**src/rtl/hsa_skew_feeder_if.sv**
```systemverilog
// Operand and control bundle between a tile source and the systolic skew feeder.
// N lanes of W bits each for the A and B operand vectors.
interface hsa_skew_feeder_if #(
   parameter int N = 4,
   parameter int W = 16
);
   logic           start;
   logic [7:0]     k_len;
   logic           in_valid;
   logic           in_ready;
   logic [N*W-1:0] a_vec;
   logic [N*W-1:0] b_vec;
   logic [N*W-1:0] a_out;
   logic [N*W-1:0] b_out;
   logic           en_out;
   logic           busy;
   logic           done;

   modport master (
      output start, k_len, in_valid, a_vec, b_vec,
      input  in_ready, a_out, b_out, en_out, busy, done
   );

   modport slave (
      input  start, k_len, in_valid, a_vec, b_vec,
      output in_ready, a_out, b_out, en_out, busy, done
   );
endinterface

```
**src/rtl/hsa_skew_feeder.sv**
```systemverilog
// Feeds K_LEN beats of A columns / B rows into an N x N systolic array with a
// per-lane diagonal skew, then flushes the array and pulses DONE.
module hsa_skew_feeder #(
   parameter int N = 4,
   parameter int W = 16
) (
   input  logic              clk,
   input  logic              rst,
   hsa_skew_feeder_if.slave  bus
);

   typedef enum logic [1:0] {
      ST_IDLE  = 2'd0,
      ST_LOAD  = 2'd1,
      ST_FLUSH = 2'd2,
      ST_FIN   = 2'd3
   } state_t;

   localparam int             FW        = $clog2(2 * N);
   localparam logic [FW-1:0]  FLUSH_LEN = FW'(2 * N - 1);
   localparam logic [FW-1:0]  FLUSH_ONE = {{(FW-1){1'b0}}, 1'b1};

   state_t         state_r, state_s;
   logic [7:0]     beat_cnt_r, beat_cnt_s;
   logic [FW-1:0]  flush_cnt_r, flush_cnt_s;
   logic           advance_s;
   logic [N*W-1:0] skew_a_s, skew_b_s;
   logic [N*W-1:0] a_out_s, b_out_s;

   // State and counter registers
   always_ff @(posedge clk or posedge rst) begin
      if (rst) begin
         state_r     <= ST_IDLE;
         beat_cnt_r  <= 8'd0;
         flush_cnt_r <= {FW{1'b0}};
      end else begin
         state_r     <= state_s;
         beat_cnt_r  <= beat_cnt_s;
         flush_cnt_r <= flush_cnt_s;
      end
   end

   // Next-state and counter update logic
   always_comb begin
      state_s     = state_r;
      beat_cnt_s  = beat_cnt_r;
      flush_cnt_s = flush_cnt_r;
      case (state_r)
         ST_IDLE: begin
            if (bus.start && (bus.k_len != 8'd0)) begin
               state_s    = ST_LOAD;
               beat_cnt_s = bus.k_len;
            end else begin
               state_s    = ST_IDLE;
            end
         end
         ST_LOAD: begin
            if (bus.in_valid) begin
               if (beat_cnt_r == 8'd1) begin
                  state_s     = ST_FLUSH;
                  beat_cnt_s  = 8'd0;
                  flush_cnt_s = FLUSH_LEN;
               end else begin
                  beat_cnt_s  = beat_cnt_r - 8'd1;
               end
            end else begin
               state_s = ST_LOAD;
            end
         end
         ST_FLUSH: begin
            if (flush_cnt_r == FLUSH_ONE) begin
               state_s     = ST_FIN;
               flush_cnt_s = {FW{1'b0}};
            end else begin
               flush_cnt_s = flush_cnt_r - FLUSH_ONE;
            end
         end
         ST_FIN: begin
            state_s = ST_IDLE;
         end
         default: begin
            state_s     = ST_IDLE;
            beat_cnt_s  = 8'd0;
            flush_cnt_s = {FW{1'b0}};
         end
      endcase
   end

   // A stalled beat must not move the wavefront, so shifting follows the array enable.
   assign advance_s = ((state_r == ST_LOAD) && bus.in_valid) || (state_r == ST_FLUSH);
   assign skew_a_s  = (state_r == ST_LOAD) ? bus.a_vec : {(N*W){1'b0}};
   assign skew_b_s  = (state_r == ST_LOAD) ? bus.b_vec : {(N*W){1'b0}};

   for (genvar i = 0; i < N; i++) begin : g_lane
      if (i == 0) begin : g_pass
         assign a_out_s[W-1:0] = skew_a_s[W-1:0];
         assign b_out_s[W-1:0] = skew_b_s[W-1:0];
      end else begin : g_dly
         logic [W-1:0] a_pipe_r [i];
         logic [W-1:0] b_pipe_r [i];

         // Lane i delay line, i stages deep, clocked by array advances
         always_ff @(posedge clk or posedge rst) begin
            if (rst) begin
               for (int k = 0; k < i; k++) begin
                  a_pipe_r[k] <= {W{1'b0}};
                  b_pipe_r[k] <= {W{1'b0}};
               end
            end else if (advance_s) begin
               a_pipe_r[0] <= skew_a_s[i*W +: W];
               b_pipe_r[0] <= skew_b_s[i*W +: W];
               for (int k = 1; k < i; k++) begin
                  a_pipe_r[k] <= a_pipe_r[k-1];
                  b_pipe_r[k] <= b_pipe_r[k-1];
               end
            end
         end

         assign a_out_s[i*W +: W] = a_pipe_r[i-1];
         assign b_out_s[i*W +: W] = b_pipe_r[i-1];
      end
   end

   assign bus.a_out    = a_out_s;
   assign bus.b_out    = b_out_s;
   assign bus.en_out   = advance_s;
   assign bus.in_ready = (state_r == ST_LOAD);
   assign bus.busy     = (state_r == ST_LOAD) || (state_r == ST_FLUSH);
   assign bus.done     = (state_r == ST_FIN);

endmodule

```
**src/flat_wrapper.sv**
```systemverilog
// flat-port wrapper written by rule: the top's interface ports become plain ports
module hsa_skew_feeder_flat 
#(
   parameter int N = 4,
   parameter int W = 16
)
  (clk, rst, bus_start, bus_k_len, bus_in_valid, bus_a_vec, bus_b_vec, bus_in_ready, bus_a_out, bus_b_out, bus_en_out, bus_busy, bus_done);
  hsa_skew_feeder_if #(.N(N), .W(W)) bus_i ();
  input  logic clk;
  input  logic rst;
  input wire logic [$bits(bus_i.start)-1:0] bus_start;
  input wire logic [$bits(bus_i.k_len)-1:0] bus_k_len;
  input wire logic [$bits(bus_i.in_valid)-1:0] bus_in_valid;
  input wire logic [$bits(bus_i.a_vec)-1:0] bus_a_vec;
  input wire logic [$bits(bus_i.b_vec)-1:0] bus_b_vec;
  output wire logic [$bits(bus_i.in_ready)-1:0] bus_in_ready;
  output wire logic [$bits(bus_i.a_out)-1:0] bus_a_out;
  output wire logic [$bits(bus_i.b_out)-1:0] bus_b_out;
  output wire logic [$bits(bus_i.en_out)-1:0] bus_en_out;
  output wire logic [$bits(bus_i.busy)-1:0] bus_busy;
  output wire logic [$bits(bus_i.done)-1:0] bus_done;
  assign bus_i.start = bus_start;
  assign bus_i.k_len = bus_k_len;
  assign bus_i.in_valid = bus_in_valid;
  assign bus_i.a_vec = bus_a_vec;
  assign bus_i.b_vec = bus_b_vec;
  assign bus_in_ready = bus_i.in_ready;
  assign bus_a_out = bus_i.a_out;
  assign bus_b_out = bus_i.b_out;
  assign bus_en_out = bus_i.en_out;
  assign bus_busy = bus_i.busy;
  assign bus_done = bus_i.done;
  hsa_skew_feeder #(.N(N), .W(W)) u_core (.clk(clk), .rst(rst), .bus(bus_i));
endmodule
```
**config.mk**
```make
export PLATFORM = sky130hd
export DESIGN_NAME = hsa_skew_feeder_flat
export DESIGN_NICKNAME = d
export VERILOG_FILES = /design/src/rtl/hsa_skew_feeder_if.sv /design/src/rtl/hsa_skew_feeder.sv /design/src/flat_wrapper.sv
export SDC_FILE = /design/constraint.sdc
export NUM_CORES = 1
export LEC_CHECK = 0
export BUFFER_PORTS_ARGS = -buffer_cell sky130_fd_sc_hd__buf_2
export CAP_MARGIN = 10
export CORE_UTILIZATION = 40
export CTS_CLUSTER_DIAMETER = 30
export DETAILED_ROUTE_END_ITERATION = 10
export PLACE_DENSITY = 0.74
export REMOVE_ABC_BUFFERS = 1
export SYNTH_ARGS = -nofsm -noshare
export SYNTH_HDL_FRONTEND = slang
export SYNTH_SLANG_ARGS = --single-unit
```
**constraint.sdc**
```tcl
create_clock -name clk -period 16.9 [get_ports clk]
set_clock_uncertainty 0.1 [all_clocks]
set_input_delay 0.845 -clock clk [delete_from_list [all_inputs] [get_ports clk]]
set_output_delay 0.845 -clock clk [all_outputs]
set_load 0.1 [all_outputs]
```
### Word-level counts from Yosys, hierarchy flattened

Cells that the tools add are included.

* word-level logic and storage cells: 53
* bits in registers: 205

* mux-type cells: 15
* add/subtract/negate cells: 2
* equal/unequal tests: 10
* reduce and logical (&&, ||, !) cells: 11

Operators by type and width (count)
* 64-bit 2-to-1 mux: 2
* 8-bit 2-to-1 mux: 3
* 8-bit one-hot mux with 2 select lines: 1
* 3-bit 2-to-1 mux: 3
* 8-bit by 1-bit equality test with 1-bit output (second input constant): 1
* 2-bit one-hot mux with 4 select lines: 1
* 8-bit nonzero test: 1
* 8-bit by 1-bit subtractor with 8-bit output (second input constant): 1
* 2-bit 2-to-1 mux: 3
* 2-bit by 1-bit inequality test with 1-bit output (second input constant): 3
* 3-bit one-hot mux with 2 select lines: 1
* 3-bit AND reduction: 2
* 2-bit equality test (second input constant): 2
* 2-bit nonzero test: 2
* 3-bit by 1-bit equality test with 1-bit output (second input constant): 1
* 3-bit by 2-bit inequality test with 1-bit output (second input constant): 1
* 3-bit by 1-bit subtractor with 3-bit output (second input constant): 1
* 2-bit by 1-bit equality test with 1-bit output (second input constant): 1
* 1-bit logical AND: 2
* 2-bit logical NOT: 1
* 1-bit logical OR: 2
* 2-bit inequality test (second input constant): 1
* 2-bit AND reduction: 1
* 1-bit 2-to-1 mux: 1

### Depth between registers and ports, before layout

Gate-level depths: netlist (run 1).

* depth in word-level cells: 4
* mapped depth: 9
* gate-level depth less buffers: 6

### Least setup slack after synthesis (run 1)

No wires, ideal clock.

* kind: register to output
* start: reg u_core.state_r[1]
* end: out bus_en_out
* arrival time: 2771 ps
* cell stages (with the launch flop): 7
* required time: 15955 ps
* slack: 13184 ps
* path buffers: 2
* cell sequence: dfrtp_1 -> inv_1 -> ha_1 -> a21oi_1 -> buf_2 -> inv_2 -> clkbuf_1

* longest elaborated chain between the ends: 3
* elaborated cells on any way between the ends: 4
* those cells by class: eq/ne (2); reduce/logical (2)

RTL lines
* start: declaration: RTL line hsa_skew_feeder.sv:23 `state_t state_r, state_s;`
* start signal: assignment: RTL line hsa_skew_feeder.sv:37 `state_r <= state_s;`
* 2-bit by 1-bit equality test with 1-bit output
* named net bus_in_ready: RTL line flat_wrapper.sv:16 `output wire logic [$bits(bus_i.in_ready)-1:0] bus_in_ready;`
* 1-bit logical AND: RTL line hsa_skew_feeder.sv:90 `assign advance_s = ((state_r == ST_LOAD) && bus.in_valid) || (state_r == ST_FLUSH);`
* 1-bit logical OR: RTL line hsa_skew_feeder.sv:90
* end: declaration: RTL line flat_wrapper.sv:19 `output wire logic [$bits(bus_i.en_out)-1:0] bus_en_out;`

The timed path passes the listed nets, and every way through them passes these cells.

### Final worst setup path (run 1)

* start: reg u_core.state_r[1]
* end: reg u_core.g_lane[3].g_dly.a_pipe_r[44] in the netlist's numbering

* longest elaborated chain between the ends: 3
* elaborated cells on any way between the ends: 5
* those cells by class: eq/ne (2); mux (1); reduce/logical (2)

RTL lines
* 2-bit by 1-bit equality test with 1-bit output: RTL line hsa_skew_feeder.sv:90, hsa_skew_feeder.sv:91
* 1-bit logical AND: RTL line hsa_skew_feeder.sv:90
* 1-bit logical OR: RTL line hsa_skew_feeder.sv:90
* end signal: indexed assignment: RTL line hsa_skew_feeder.sv:106 `a_pipe_r[k] <= {W{1'b0}};`
* end signal: indexed assignment: RTL line hsa_skew_feeder.sv:113 `a_pipe_r[k] <= a_pipe_r[k-1];`
* end: declaration: RTL line hsa_skew_feeder.sv:99 `logic [W-1:0] a_pipe_r [i];`

Parallel ways exist; a longest one is shown, timed or not.
A chain may end at the register's enable or synchronous reset.

==> results of run 1 <==
[metal layers]
layer / GRT usage / routed length (µm)
met5: 0 / 13
met4: 0.0700 / 551
met3: 0.0397 / 1260
met2: 0.314 / 10400
met1: 0.216 / 8840
[logic make-up after synthesis]
group	count (synthesis)
adders and majority gates	9
buffers and inverters	172
muxes	6
and+or+nand+nor	537
DFF	205
AOI/OAI and AO/OA	131
[sequential cells by signal, indices dropped and copies added, names as in the netlist]
| signal | flops |
|---|---|
| u_core.g_lane.g_dly.b_pipe_r | 64 |
| u_core.state_r | 2 |
| u_core.bus.a_out | 32 |
| u_core.g_lane.g_dly.a_pipe_r | 64 |
| u_core.beat_cnt_r | 8 |
| u_core.flush_cnt_r | 3 |
| u_core.bus.b_out | 32 |
[final cells by class]
cell class / instances / area (µm²)
Antenna cell: 1 / 2.50
Clock buffer: 60 / 1340
Clock inverter: 28 / 379
Fill cell: 2075 / 10900
Inverter: 16 / 68.8
Multi-Input combinational cell: 683 / 3100
Sequential cell: 205 / 5130
Tap cell: 285 / 357
Timing Repair Buffer: 277 / 1400
[cells in the mapped netlist, drive strengths merged (3+ instances only)]
cell and instances:
a21oi 7, a221oi 5, and2 32, buf 113
clkbuf 43, dfrtp 205, ha 9, inv 16
mux2 3, mux2i 3, nand2 487, nor2 4
nor2b 3, nor3 3, o21ai 99, o22ai 6
[worst max-delay path: cells and delay by family, from the launching register on]
family | cells | cell delay [ns]
flops | 1 | 0.37
buf+inv | 4 | 2.42
fa+ha+maj | 1 | 0.42
compound gates | 2 | 0.50
[through the flow]
stage                util  setup WS, ns  hold slack, ns  area (µm²)
floorplan               -        -0.872           0.339        8270
detailed placement  0.444         12.84           0.350       10100
global placement    0.444         12.91           0.344       10100
global route        0.520         12.42           0.377       11800
CTS                 0.520         12.80           0.359       11800
finish              0.520         12.85           0.354       11800
[worst min-delay path by stage]
stage,from,endpoint,slack (ns),cells past startpoint
2_1_floorplan,u_core.g_lane[3].g_dly.a_pipe_r[16],u_core.g_lane[3].g_dly.a_pipe_r[16],0.34,2
3_3_place_gp,u_core.bus.a_out[32],u_core.bus.a_out[32],0.34,2
3_5_place_dp,u_core.bus.b_out[42],u_core.bus.b_out[42],0.35,2
4_1_cts,u_core.g_lane[2].g_dly.b_pipe_r[30],u_core.bus.b_out[46],0.36,2
5_1_grt,u_core.g_lane[3].g_dly.b_pipe_r[21],u_core.g_lane[3].g_dly.b_pipe_r[21],0.38,2
6_report,u_core.g_lane[2].g_dly.b_pipe_r[30],u_core.bus.b_out[46],0.35,2
==> impl_metrics.xml, run 1 <==
<?xml version="1.0" encoding="UTF-8"?>
<metrics>
  <group name="status">
    <metric name="result_of_the_run" unit="">finished clean</metric>
  </group>
  <group name="yosys">
    <metric name="synth_edf_count" unit="">0</metric>
    <metric name="synth_simple_gate_area_frac" unit="">0.234</metric>
    <metric name="prevailing_post_synth_register_cell" unit="">sky130_fd_sc_hd__dfrtp_1</metric>
    <metric name="synth_top_cells_by_area" unit="">sky130_fd_sc_hd__dfrtp_1, sky130_fd_sc_hd__nand2_1, sky130_fd_sc_hd__buf_4</metric>
    <metric name="area_fraction_in_compound_gates_after_synthesis" unit="">0.0803</metric>
    <metric name="synth_cells" unit="">1060</metric>
    <metric name="ys.warnings.count" unit="">0</metric>
    <metric name="synth_sequential_area_ratio" unit="">0.556</metric>
    <metric name="fraction_of_synthesized_cell_area_taken_by_the_top_area_cell_type" unit="">0.556</metric>
    <metric name="synth-adder-area-share" unit="">0.0122</metric>
    <metric name="synthDominantAreaCellType" unit="">sky130_fd_sc_hd__dfrtp_1</metric>
    <metric name="synth.avg_cell_area" unit="µm²">8.71</metric>
    <metric name="synthXorXnorAreaFrac" unit="">0</metric>
    <metric name="post_synth_num_cell_types" unit="">38</metric>
    <metric name="netlist_area" unit="µm²">9230</metric>
    <metric name="synth.area.mux_share" unit="">0.00692</metric>
    <metric name="synth_top_family_by_area" unit="">simple AND/OR/NAND/NOR gates</metric>
    <metric name="synth-async-reset-ratio" unit="">1.00</metric>
    <metric name="synth-seq-cells" unit="">205</metric>
  </group>
  <group name="setup_path">
    <metric name="worstSetupEndpointType" unit="">flip-flop</metric>
    <metric name="path_cells" unit="">inv_1 &gt; ha_4 &gt; a21oi_4 &gt; buf_4 &gt; buf_4 &gt; buf_4 &gt; o21ai_0</metric>
    <metric name="longest_individual_stage_delay_on_the_worst_path" unit="ns">0.88</metric>
    <metric name="cp_capture_point" unit="">u_core.g_lane[3].g_dly.a_pipe_r[44]</metric>
    <metric name="timing.critical_path.from" unit="">u_core.state_r[1]</metric>
    <metric name="crit_fanout" unit="">108</metric>
    <metric name="critPathSlowestCell" unit="">sky130_fd_sc_hd__buf_4</metric>
    <metric name="cpMostUsedCell" unit="">sky130_fd_sc_hd__buf_4</metric>
    <metric name="reg2reg_setup_slack" unit="ns">12.85</metric>
    <metric name="reg2reg_depth" unit="">7</metric>
    <metric name="endpoint_of_the_worst_register_to_register_path" unit="">u_core.g_lane[3].g_dly.a_pipe_r[44]</metric>
    <metric name="worstPathArrival" unit="ns">4.29</metric>
    <metric name="critical_register_to_register_path_startpoint" unit="">u_core.state_r[1]</metric>
    <metric name="timing.critical_path.required" unit="ns">17.14</metric>
    <metric name="startpoint_type" unit="">flip-flop</metric>
    <metric name="criticalPathCategory" unit="">reg2reg</metric>
  </group>
  <group name="place">
    <metric name="place.detailed.instances" unit="">1466</metric>
    <metric name="dpl.hpwl" unit="mm">13.4</metric>
    <metric name="number_of_input_and_output_port_buffers_inserted" unit="">271</metric>
    <metric name="gpl.final_weighted_congestion" unit="">0.828</metric>
  </group>
  <group name="cells_and_area">
    <metric name="area.growth.synth_to_final" unit="%">27.6</metric>
    <metric name="final_cell_count_no_fill" unit="">1555</metric>
    <metric name="layout.cells.most_common" unit="">sky130_fd_sc_hd__nand2_1</metric>
    <metric name="drive_above_1_share" unit="">0.295</metric>
    <metric name="num-nets-final" unit="">1379</metric>
    <metric name="layout.cells.most_common_list" unit="">sky130_fd_sc_hd__nand2_1, sky130_fd_sc_hd__buf_2, sky130_fd_sc_hd__dfrtp_1, sky130_fd_sc_hd__o21ai_0, sky130_fd_sc_hd__clkbuf_16</metric>
  </group>
  <group name="timing">
    <metric name="finalMaxSlewViolations" unit="">0</metric>
    <metric name="layout_min_cycle_time" unit="ns">4.05</metric>
    <metric name="fmax" unit="MHz">247</metric>
    <metric name="grt_setup_unrepaired" unit="">no</metric>
    <metric name="setup_violations" unit="">0</metric>
    <metric name="fin_hold_viols" unit="">0</metric>
    <metric name="fin_crit_sh" unit="">0.240</metric>
    <metric name="slew_headroom" unit="">0.325</metric>
    <metric name="tightest_slew" unit="ns">1.01</metric>
    <metric name="finalSetupTns" unit="ns">0</metric>
  </group>
  <group name="die">
    <metric name="design.die.area" unit="µm²">23700</metric>
    <metric name="floorplan.initialDensity" unit="">0.408</metric>
    <metric name="die_h" unit="µm">154</metric>
    <metric name="num_rows" unit="">55</metric>
    <metric name="ioPinCount" unit="">272</metric>
    <metric name="die_width" unit="µm">154</metric>
    <metric name="design.core.area" unit="µm²">22600</metric>
  </group>
  <group name="route">
    <metric name="drt_wl_total" unit="mm">21.1</metric>
    <metric name="initialDrtViolationCount" unit="">449</metric>
    <metric name="drc_errors" unit="">0</metric>
    <metric name="drt_pass1_iterations" unit="">4</metric>
    <metric name="detail-route-antenna-nets" unit="">0</metric>
    <metric name="post_drt_wl_per_cell" unit="µm">13.5</metric>
    <metric name="vias" unit="">7241</metric>
    <metric name="via_per_inst" unit="">4.66</metric>
  </group>
  <group name="grt">
    <metric name="grt_max_degree" unit="">127</metric>
    <metric name="globalRouteTotalUtil" unit="">0.180</metric>
    <metric name="grt_pass1_wl" unit="mm">34.5</metric>
    <metric name="globalRoute.totalOverflow" unit="">0</metric>
    <metric name="vias_in_the_first_global_route" unit="">7084</metric>
    <metric name="number_of_antenna_violations_at_the_first_check_in_global_routing" unit="">2</metric>
  </group>
  <group name="clocking">
    <metric name="cts_hold_buffers" unit="">0</metric>
    <metric name="tritoncts" unit="">done</metric>
    <metric name="clk_pin_slew" unit="ns">0.05</metric>
    <metric name="tritoncts_num_sinks" unit="">205</metric>
    <metric name="num_cts_buffers" unit="">47</metric>
    <metric name="root_buffer" unit="">sky130_fd_sc_hd__clkbuf_16</metric>
    <metric name="post-cts-setup-buffer-count" unit="">0</metric>
    <metric name="cts.htree.levels" unit="">2</metric>
    <metric name="post_cts_resize_count" unit="">0</metric>
    <metric name="clock_latency" unit="ns">0.52</metric>
    <metric name="clock_path_buffers" unit="">3</metric>
  </group>
  <group name="hold_path">
    <metric name="min_path_type" unit="">reg2reg</metric>
  </group>
  <group name="flow_run">
    <metric name="max_cap_violations" unit="">0</metric>
  </group>
</metrics>
Power of run 1 is left out: the tool's default activity adds up to more than one toggle a clock period on the data nets, which glitch-free logic cannot reach.
==> run 2, diff against run 1 <==
clock period = 4.1 ns   (was 16.9 ns; I/O delays follow)
==> run 2 against run 1 <==
  * Sequential share of layout area decreased by 3.1 points
  * Final cell count up 6.2%
  * Final area up 7.6%
  * Die area did not move
  * Register-to-register slack got worse by 11 ns
==> impl_metrics.xml, run 2 (synthesized netlist as in run 1, its figures left out) <==
<?xml version="1.0" encoding="UTF-8"?>
<metrics>
  <group name="cells_and_area">
    <metric name="drive_above_1_share" unit="">0.270</metric>
    <metric name="layout.cells.most_common" unit="">sky130_fd_sc_hd__nand2_1</metric>
    <metric name="area.growth.synth_to_final" unit="%">37.4</metric>
    <metric name="layout.filler_cells" unit="">1903</metric>
    <metric name="finish.instance_area" unit="µm²">12700</metric>
    <metric name="layout_top_registers" unit="">u_core.g_lane.g_dly.a_pipe_r (64), u_core.g_lane.g_dly.b_pipe_r (64)</metric>
    <metric name="num-nets-final" unit="">1481</metric>
    <metric name="layout.cells.most_common_list" unit="">sky130_fd_sc_hd__nand2_1, sky130_fd_sc_hd__buf_2, sky130_fd_sc_hd__dfrtp_1, sky130_fd_sc_hd__dlygate4sd3_1, sky130_fd_sc_hd__o21ai_0</metric>
  </group>
  <group name="route">
    <metric name="post_drt_wl_per_cell" unit="µm">14.0</metric>
    <metric name="drc_errors" unit="">0</metric>
    <metric name="drt_wl_total" unit="mm">23.1</metric>
    <metric name="vias" unit="">7699</metric>
    <metric name="detail-route-antenna-nets" unit="">0</metric>
    <metric name="via_per_inst" unit="">4.66</metric>
    <metric name="initialDrtViolationCount" unit="">513</metric>
    <metric name="drt_pass1_iterations" unit="">5</metric>
  </group>
  <group name="clocking">
    <metric name="num_cts_buffers" unit="">44</metric>
    <metric name="tritoncts_num_sinks" unit="">205</metric>
    <metric name="clk_pin_slew" unit="ns">0.05</metric>
    <metric name="clock_latency" unit="ns">0.51</metric>
    <metric name="tritoncts" unit="">done</metric>
    <metric name="cts.htree.levels" unit="">2</metric>
    <metric name="post-cts-setup-buffer-count" unit="">0</metric>
    <metric name="clock_path_buffers" unit="">3</metric>
    <metric name="root_buffer" unit="">sky130_fd_sc_hd__clkbuf_16</metric>
  </group>
  <group name="die">
    <metric name="die_width" unit="µm">154</metric>
    <metric name="num_rows" unit="">55</metric>
    <metric name="design.die.area" unit="µm²">23700</metric>
    <metric name="floorplan.initialDensity" unit="">0.408</metric>
    <metric name="ioPinCount" unit="">272</metric>
    <metric name="design.core.area" unit="µm²">22600</metric>
    <metric name="die_h" unit="µm">154</metric>
  </group>
  <group name="timing">
    <metric name="setup_violations" unit="">0</metric>
    <metric name="slew_headroom" unit="">0.189</metric>
    <metric name="layout_min_cycle_time" unit="ns">3.25</metric>
    <metric name="tightest_slew" unit="ns">1.22</metric>
    <metric name="grt_setup_unrepaired" unit="">no</metric>
    <metric name="fin_crit_sh" unit="">0.794</metric>
    <metric name="finalMaxSlewViolations" unit="">0</metric>
    <metric name="fin_worst_hold_slack" unit="ns">0.0773</metric>
    <metric name="fmax" unit="MHz">307</metric>
    <metric name="fin_hold_viols" unit="">0</metric>
  </group>
  <group name="grt">
    <metric name="grt_pass1_wl" unit="mm">38.0</metric>
    <metric name="globalRouteTotalUtil" unit="">0.198</metric>
    <metric name="number_of_antenna_violations_at_the_first_check_in_global_routing" unit="">2</metric>
    <metric name="grt_max_degree" unit="">290</metric>
    <metric name="vias_in_the_first_global_route" unit="">7775</metric>
    <metric name="globalRoute.totalOverflow" unit="">0</metric>
  </group>
  <group name="setup_path">
    <metric name="startpoint_type" unit="">flip-flop</metric>
    <metric name="criticalPathCategory" unit="">reg2out</metric>
    <metric name="crit_fanout" unit="">92</metric>
    <metric name="timing.critical_path.from" unit="">u_core.state_r[1]</metric>
    <metric name="critical_register_to_register_path_startpoint" unit="">u_core.state_r[1]</metric>
    <metric name="worstSetupEndpointType" unit="">primary output</metric>
    <metric name="worstPathArrival" unit="ns">2.95</metric>
    <metric name="timing.critical_path.required" unit="ns">3.80</metric>
  </group>
  <group name="status">
    <metric name="result_of_the_run" unit="">finished clean</metric>
  </group>
  <group name="hold_path">
    <metric name="worst_hold_startpoint" unit="">bus_start</metric>
    <metric name="min_path_type" unit="">in2reg</metric>
  </group>
  <group name="pwr">
    <metric name="vdd_drop_max" unit="µV">594</metric>
    <metric name="leakage" unit="nW">6.75</metric>
    <metric name="pwr_density_cell" unit="nW/µm²">939</metric>
  </group>
  <group name="flow_run">
    <metric name="max_cap_violations" unit="">0</metric>
  </group>
  <group name="place">
    <metric name="gpl.final_weighted_congestion" unit="">0.811</metric>
    <metric name="dpl.hpwl" unit="mm">13.1</metric>
    <metric name="number_of_input_and_output_port_buffers_inserted" unit="">271</metric>
    <metric name="placed_area" unit="µm²">10100</metric>
  </group>
</metrics>
-- run 2: cell types whose count changed in the layout (fill, tap and decap cells not counted), sizes merged --
cell	before	now
buf	277	278
clkbuf	60	52
clkinv	10	13
clkinvlp	6	7
inv	21	18
bufinv	7	6
dlygate4sd3	0	104
-- run 2: worst max-delay path: stages, from the launching register on --
cell	delay, ns
sky130_fd_sc_hd__dfrtp_1	0.41
sky130_fd_sc_hd__inv_1	0.14
sky130_fd_sc_hd__ha_4	0.74
sky130_fd_sc_hd__buf_4	0.58
sky130_fd_sc_hd__buf_2	0.53
-- run 2: final timing paths --
check / end / slack [ns] / cells past startpoint
min in group asynchronous: u_core.g_lane[2].g_dly.a_pipe_r[19] / 0.36 / 3
min: u_core.beat_cnt_r[3] / 0.08 / 4
max reg2reg: u_core.g_lane[1].g_dly.b_pipe_r[9] / 1.36 / 5
max: bus_in_ready / 0.85 / 4
max in group asynchronous: u_core.g_lane[3].g_dly.b_pipe_r[44] / 2.59 / 4
min reg2reg: u_core.bus.b_out[59] / 0.35 / 2
-- run 2: layout make-up --
type / instances / area, µm² / share of cell area
Clock inverter: 28 / 353 / 0.0278
Multi-Input combinational cell: 683 / 3100 / 0.245
Tap cell: 285 / 357 / 0.0281
Sequential cell: 205 / 5130 / 0.405
Inverter: 16 / 68.8 / 0.00543
Clock buffer: 52 / 1200 / 0.0949
Antenna cell: 1 / 2.50 / 0.000197
Timing Repair Buffer: 382 / 2460 / 0.194
-- run 2: layer usage --
layer | routed length, µm | up-vias | track usage
li1 | - | 3800 | -
met5 | 10 | - | 0
met2 | 11500 | 303 | 0.347
met1 | 9340 | 3533 | 0.233
met4 | 760 | 2 | 0.0848
met3 | 1410 | 61 | 0.0457
-- run 2: timing repair --
item | CTS | global route
resized for setup | 0 | 0
hold endpoints to repair | 231 | 0
hold buffers | 104 | 0
-- run 2: stage by stage --
step | total power [mW] | util | TNS (ns) | instances | setup WS [ns]
after CTS | 12.0 | 0.560 | 0 | 1651 | 0.785
after global placement | 8.10 | 0.445 | 0 | 1467 | 1.37
after floorplan | 9.83 | - | -2662.07 | 904 | -13.57
after global routing | 12.5 | 0.560 | 0 | 1652 | 0.671
final | 11.9 | 0.560 | 0 | 1652 | 0.846
after detailed placement | 8.21 | 0.445 | 0 | 1467 | 1.34
-- run 2: power breakdown --
part	internal [mW]	switching, mW
clock	2.48	1.15
combinational	0.944	4.35
sequential	2.63	0.337
total	6.06	5.84
Note: power is estimated with default switching activity, not from simulation.
==> run 3, diff against run 2 <==
clock period = 3.2 ns   (was 4.1 ns; I/O delays follow)
==> run 3 against run 2 <==
  * Utilization fell by 0.23 points
  * Power rose by 26%
  * Clock power rose by 19%
  * Final area fell by 0.41%
  * Sequential power rose by 28%
  * Register-to-register slack got worse by 0.72 ns
  * Worst setup slack got worse by 0.47 ns
  * First-iteration DRC count fell by 3.7%
  * Die area did not move
  * Sequential cell count did not move
  * Largest cell class unchanged
==> impl_metrics.xml, run 3 (synthesized netlist as in run 1, its figures left out) <==
<?xml version="1.0" encoding="UTF-8"?>
<metrics>
  <group name="cells_and_area">
    <metric name="layout.cells.most_common_list" unit="">sky130_fd_sc_hd__nand2_1, sky130_fd_sc_hd__buf_2, sky130_fd_sc_hd__dfrtp_1, sky130_fd_sc_hd__dlygate4sd3_1, sky130_fd_sc_hd__o21ai_0</metric>
    <metric name="layout.filler_cells" unit="">1949</metric>
    <metric name="finish.instance_area" unit="µm²">12600</metric>
    <metric name="num-nets-final" unit="">1483</metric>
    <metric name="drive_above_1_share" unit="">0.267</metric>
    <metric name="layout_top_registers" unit="">u_core.g_lane.g_dly.a_pipe_r (64), u_core.g_lane.g_dly.b_pipe_r (64)</metric>
    <metric name="area.growth.synth_to_final" unit="%">36.8</metric>
    <metric name="layout.cells.most_common" unit="">sky130_fd_sc_hd__nand2_1</metric>
  </group>
  <group name="grt">
    <metric name="globalRouteTotalUtil" unit="">0.193</metric>
    <metric name="number_of_antenna_violations_at_the_first_check_in_global_routing" unit="">1</metric>
    <metric name="grt_pass1_wl" unit="mm">37.1</metric>
    <metric name="vias_in_the_first_global_route" unit="">7800</metric>
    <metric name="grt_max_degree" unit="">179</metric>
    <metric name="globalRoute.totalOverflow" unit="">0</metric>
  </group>
  <group name="die">
    <metric name="design.die.area" unit="µm²">23700</metric>
    <metric name="design.core.area" unit="µm²">22600</metric>
    <metric name="die_width" unit="µm">154</metric>
    <metric name="floorplan.initialDensity" unit="">0.408</metric>
    <metric name="num_rows" unit="">55</metric>
    <metric name="ioPinCount" unit="">272</metric>
    <metric name="die_h" unit="µm">154</metric>
  </group>
  <group name="setup_path">
    <metric name="worstSetupEndpointType" unit="">primary output</metric>
    <metric name="timing.critical_path.required" unit="ns">2.94</metric>
    <metric name="worstPathArrival" unit="ns">2.57</metric>
    <metric name="criticalPathCategory" unit="">reg2out</metric>
    <metric name="longest_individual_stage_delay_on_the_worst_path" unit="ns">0.54</metric>
    <metric name="critical_path_buf_inv_count" unit="">3</metric>
    <metric name="startpoint_type" unit="">flip-flop</metric>
    <metric name="endpoint_of_the_worst_register_to_register_path" unit="">u_core.beat_cnt_r[3]</metric>
    <metric name="reg2reg_setup_slack" unit="ns">0.64</metric>
    <metric name="critical_register_to_register_path_startpoint" unit="">u_core.state_r[0]</metric>
    <metric name="path_cells" unit="">inv_1 &gt; ha_4 &gt; buf_4 &gt; and2_1 &gt; buf_2</metric>
    <metric name="reg2reg_depth" unit="">6</metric>
    <metric name="crit_fanout" unit="">77</metric>
    <metric name="critPathSlowestCell" unit="">sky130_fd_sc_hd__buf_4</metric>
    <metric name="critical_path.top_delay_family" unit="">buffers and inverters</metric>
  </group>
  <group name="place">
    <metric name="gpl.final_weighted_congestion" unit="">0.812</metric>
    <metric name="number_of_input_and_output_port_buffers_inserted" unit="">271</metric>
    <metric name="dpl.hpwl" unit="mm">13.7</metric>
    <metric name="placed_area" unit="µm²">10100</metric>
  </group>
  <group name="route">
    <metric name="via_per_inst" unit="">4.72</metric>
    <metric name="drt_pass1_iterations" unit="">5</metric>
    <metric name="vias" unit="">7801</metric>
    <metric name="drt_wl_total" unit="mm">22.6</metric>
    <metric name="detail-route-antenna-nets" unit="">0</metric>
    <metric name="drc_errors" unit="">0</metric>
    <metric name="initialDrtViolationCount" unit="">494</metric>
    <metric name="post_drt_wl_per_cell" unit="µm">13.6</metric>
  </group>
  <group name="clocking">
    <metric name="cts.htree.levels" unit="">2</metric>
    <metric name="clock_latency" unit="ns">0.52</metric>
    <metric name="tritoncts_num_sinks" unit="">205</metric>
    <metric name="root_buffer" unit="">sky130_fd_sc_hd__clkbuf_16</metric>
    <metric name="post_cts_resize_count" unit="">0</metric>
    <metric name="clock_path_buffers" unit="">3</metric>
    <metric name="num_cts_buffers" unit="">41</metric>
    <metric name="clk_pin_slew" unit="ns">0.05</metric>
    <metric name="tritoncts" unit="">done</metric>
  </group>
  <group name="timing">
    <metric name="fin_crit_sh" unit="">0.884</metric>
    <metric name="layout_min_cycle_time" unit="ns">2.83</metric>
    <metric name="setup_violations" unit="">0</metric>
    <metric name="finalSetupTns" unit="ns">0</metric>
    <metric name="grt_setup_unrepaired" unit="">no</metric>
    <metric name="fin_hold_viols" unit="">0</metric>
    <metric name="fmax" unit="MHz">354</metric>
    <metric name="tightest_slew" unit="ns">0.715</metric>
    <metric name="finalMaxSlewViolations" unit="">0</metric>
    <metric name="slew_headroom" unit="">0.523</metric>
  </group>
  <group name="pwr">
    <metric name="vdd_drop_max" unit="µV">778</metric>
    <metric name="pwr_density_cell" unit="nW/µm²">1180</metric>
    <metric name="power.total" unit="mW">14.9</metric>
    <metric name="leakage" unit="nW">6.73</metric>
  </group>
  <group name="flow_run">
    <metric name="max_cap_violations" unit="">0</metric>
  </group>
  <group name="hold_path">
    <metric name="worstHoldEndpoint" unit="">u_core.beat_cnt_r[6]</metric>
    <metric name="min_path_type" unit="">in2reg</metric>
    <metric name="worst_hold_startpoint" unit="">bus_start</metric>
    <metric name="timing.hold.worst_path_depth" unit="">4</metric>
  </group>
  <group name="status">
    <metric name="result_of_the_run" unit="">finished clean</metric>
  </group>
</metrics>
[run 3: worst max-delay path by stage]
stage / start / end / slack, ns / cells after the start
2_1_floorplan: u_core.state_r[1] / u_core.bus.a_out[32] / -14.47 / 6
3_3_place_gp: u_core.state_r[0] / u_core.g_lane[2].g_dly.b_pipe_r[31] / 0.81 / 6
3_5_place_dp: u_core.state_r[0] / u_core.g_lane[1].g_dly.a_pipe_r[13] / 0.74 / 6
4_1_cts: u_core.state_r[1] / bus_a_out[11] / 0.37 / 5
5_1_grt: u_core.state_r[1] / bus_a_out[11] / 0.27 / 5
6_report: u_core.state_r[1] / bus_a_out[11] / 0.37 / 5
[run 3: what timing repair did]
item,4_1_cts,5_1_grt
hold buffers,105,0
hold endpoints to repair,200,0
setup buffers,0,0
[run 3: worst min-delay path, cell delays in order]
cell	delay, ns
sky130_fd_sc_hd__buf_2	0.11
sky130_fd_sc_hd__o21ai_4	0.11
sky130_fd_sc_hd__a221oi_1	0.10
sky130_fd_sc_hd__o22ai_1	0.12
[run 3: final cells by class]
type / count / area (µm²) / share of cell area
clock buffers: 50 / 1090 / 0.0863
multi-input cells: 683 / 3100 / 0.246
clock inverters: 26 / 348 / 0.0276
flip-flops and latches: 205 / 5130 / 0.406
well taps: 285 / 357 / 0.0283
inverters: 16 / 68.8 / 0.00545
diodes: 1 / 2.50 / 0.000198
repair buffers: 387 / 2530 / 0.200
[run 3: per-stage QoR]
stage               instances  utilization  setup slack (ns)  hold slack (ns)
finish                   1653        0.558             0.373           0.0251
global route             1653        0.558             0.268           0.0351
CTS                      1652        0.557             0.371          0.00588
detailed placement       1471        0.447             0.742            0.249
global placement         1471        0.447             0.811            0.241
floorplan                 904            -            -14.47            0.205
[run 3: routing by layer]
metal / global-route usage / vias up / routed length (µm)
li1: - / 3805 / -
met1: 0.220 / 3607 / 8940
met2: 0.345 / 327 / 11400
met3: 0.0454 / 62 / 1490
met4: 0.0795 / 0 / 731
met5: 0 / - / 0
[run 3: report_power, final]
| part | internal [mW] | switching (mW) |
|---|---|---|
| registers | 3.37 | 0.430 |
| logic | 1.26 | 5.58 |
| clock network | 2.87 | 1.44 |
| total | 7.50 | 7.45 |
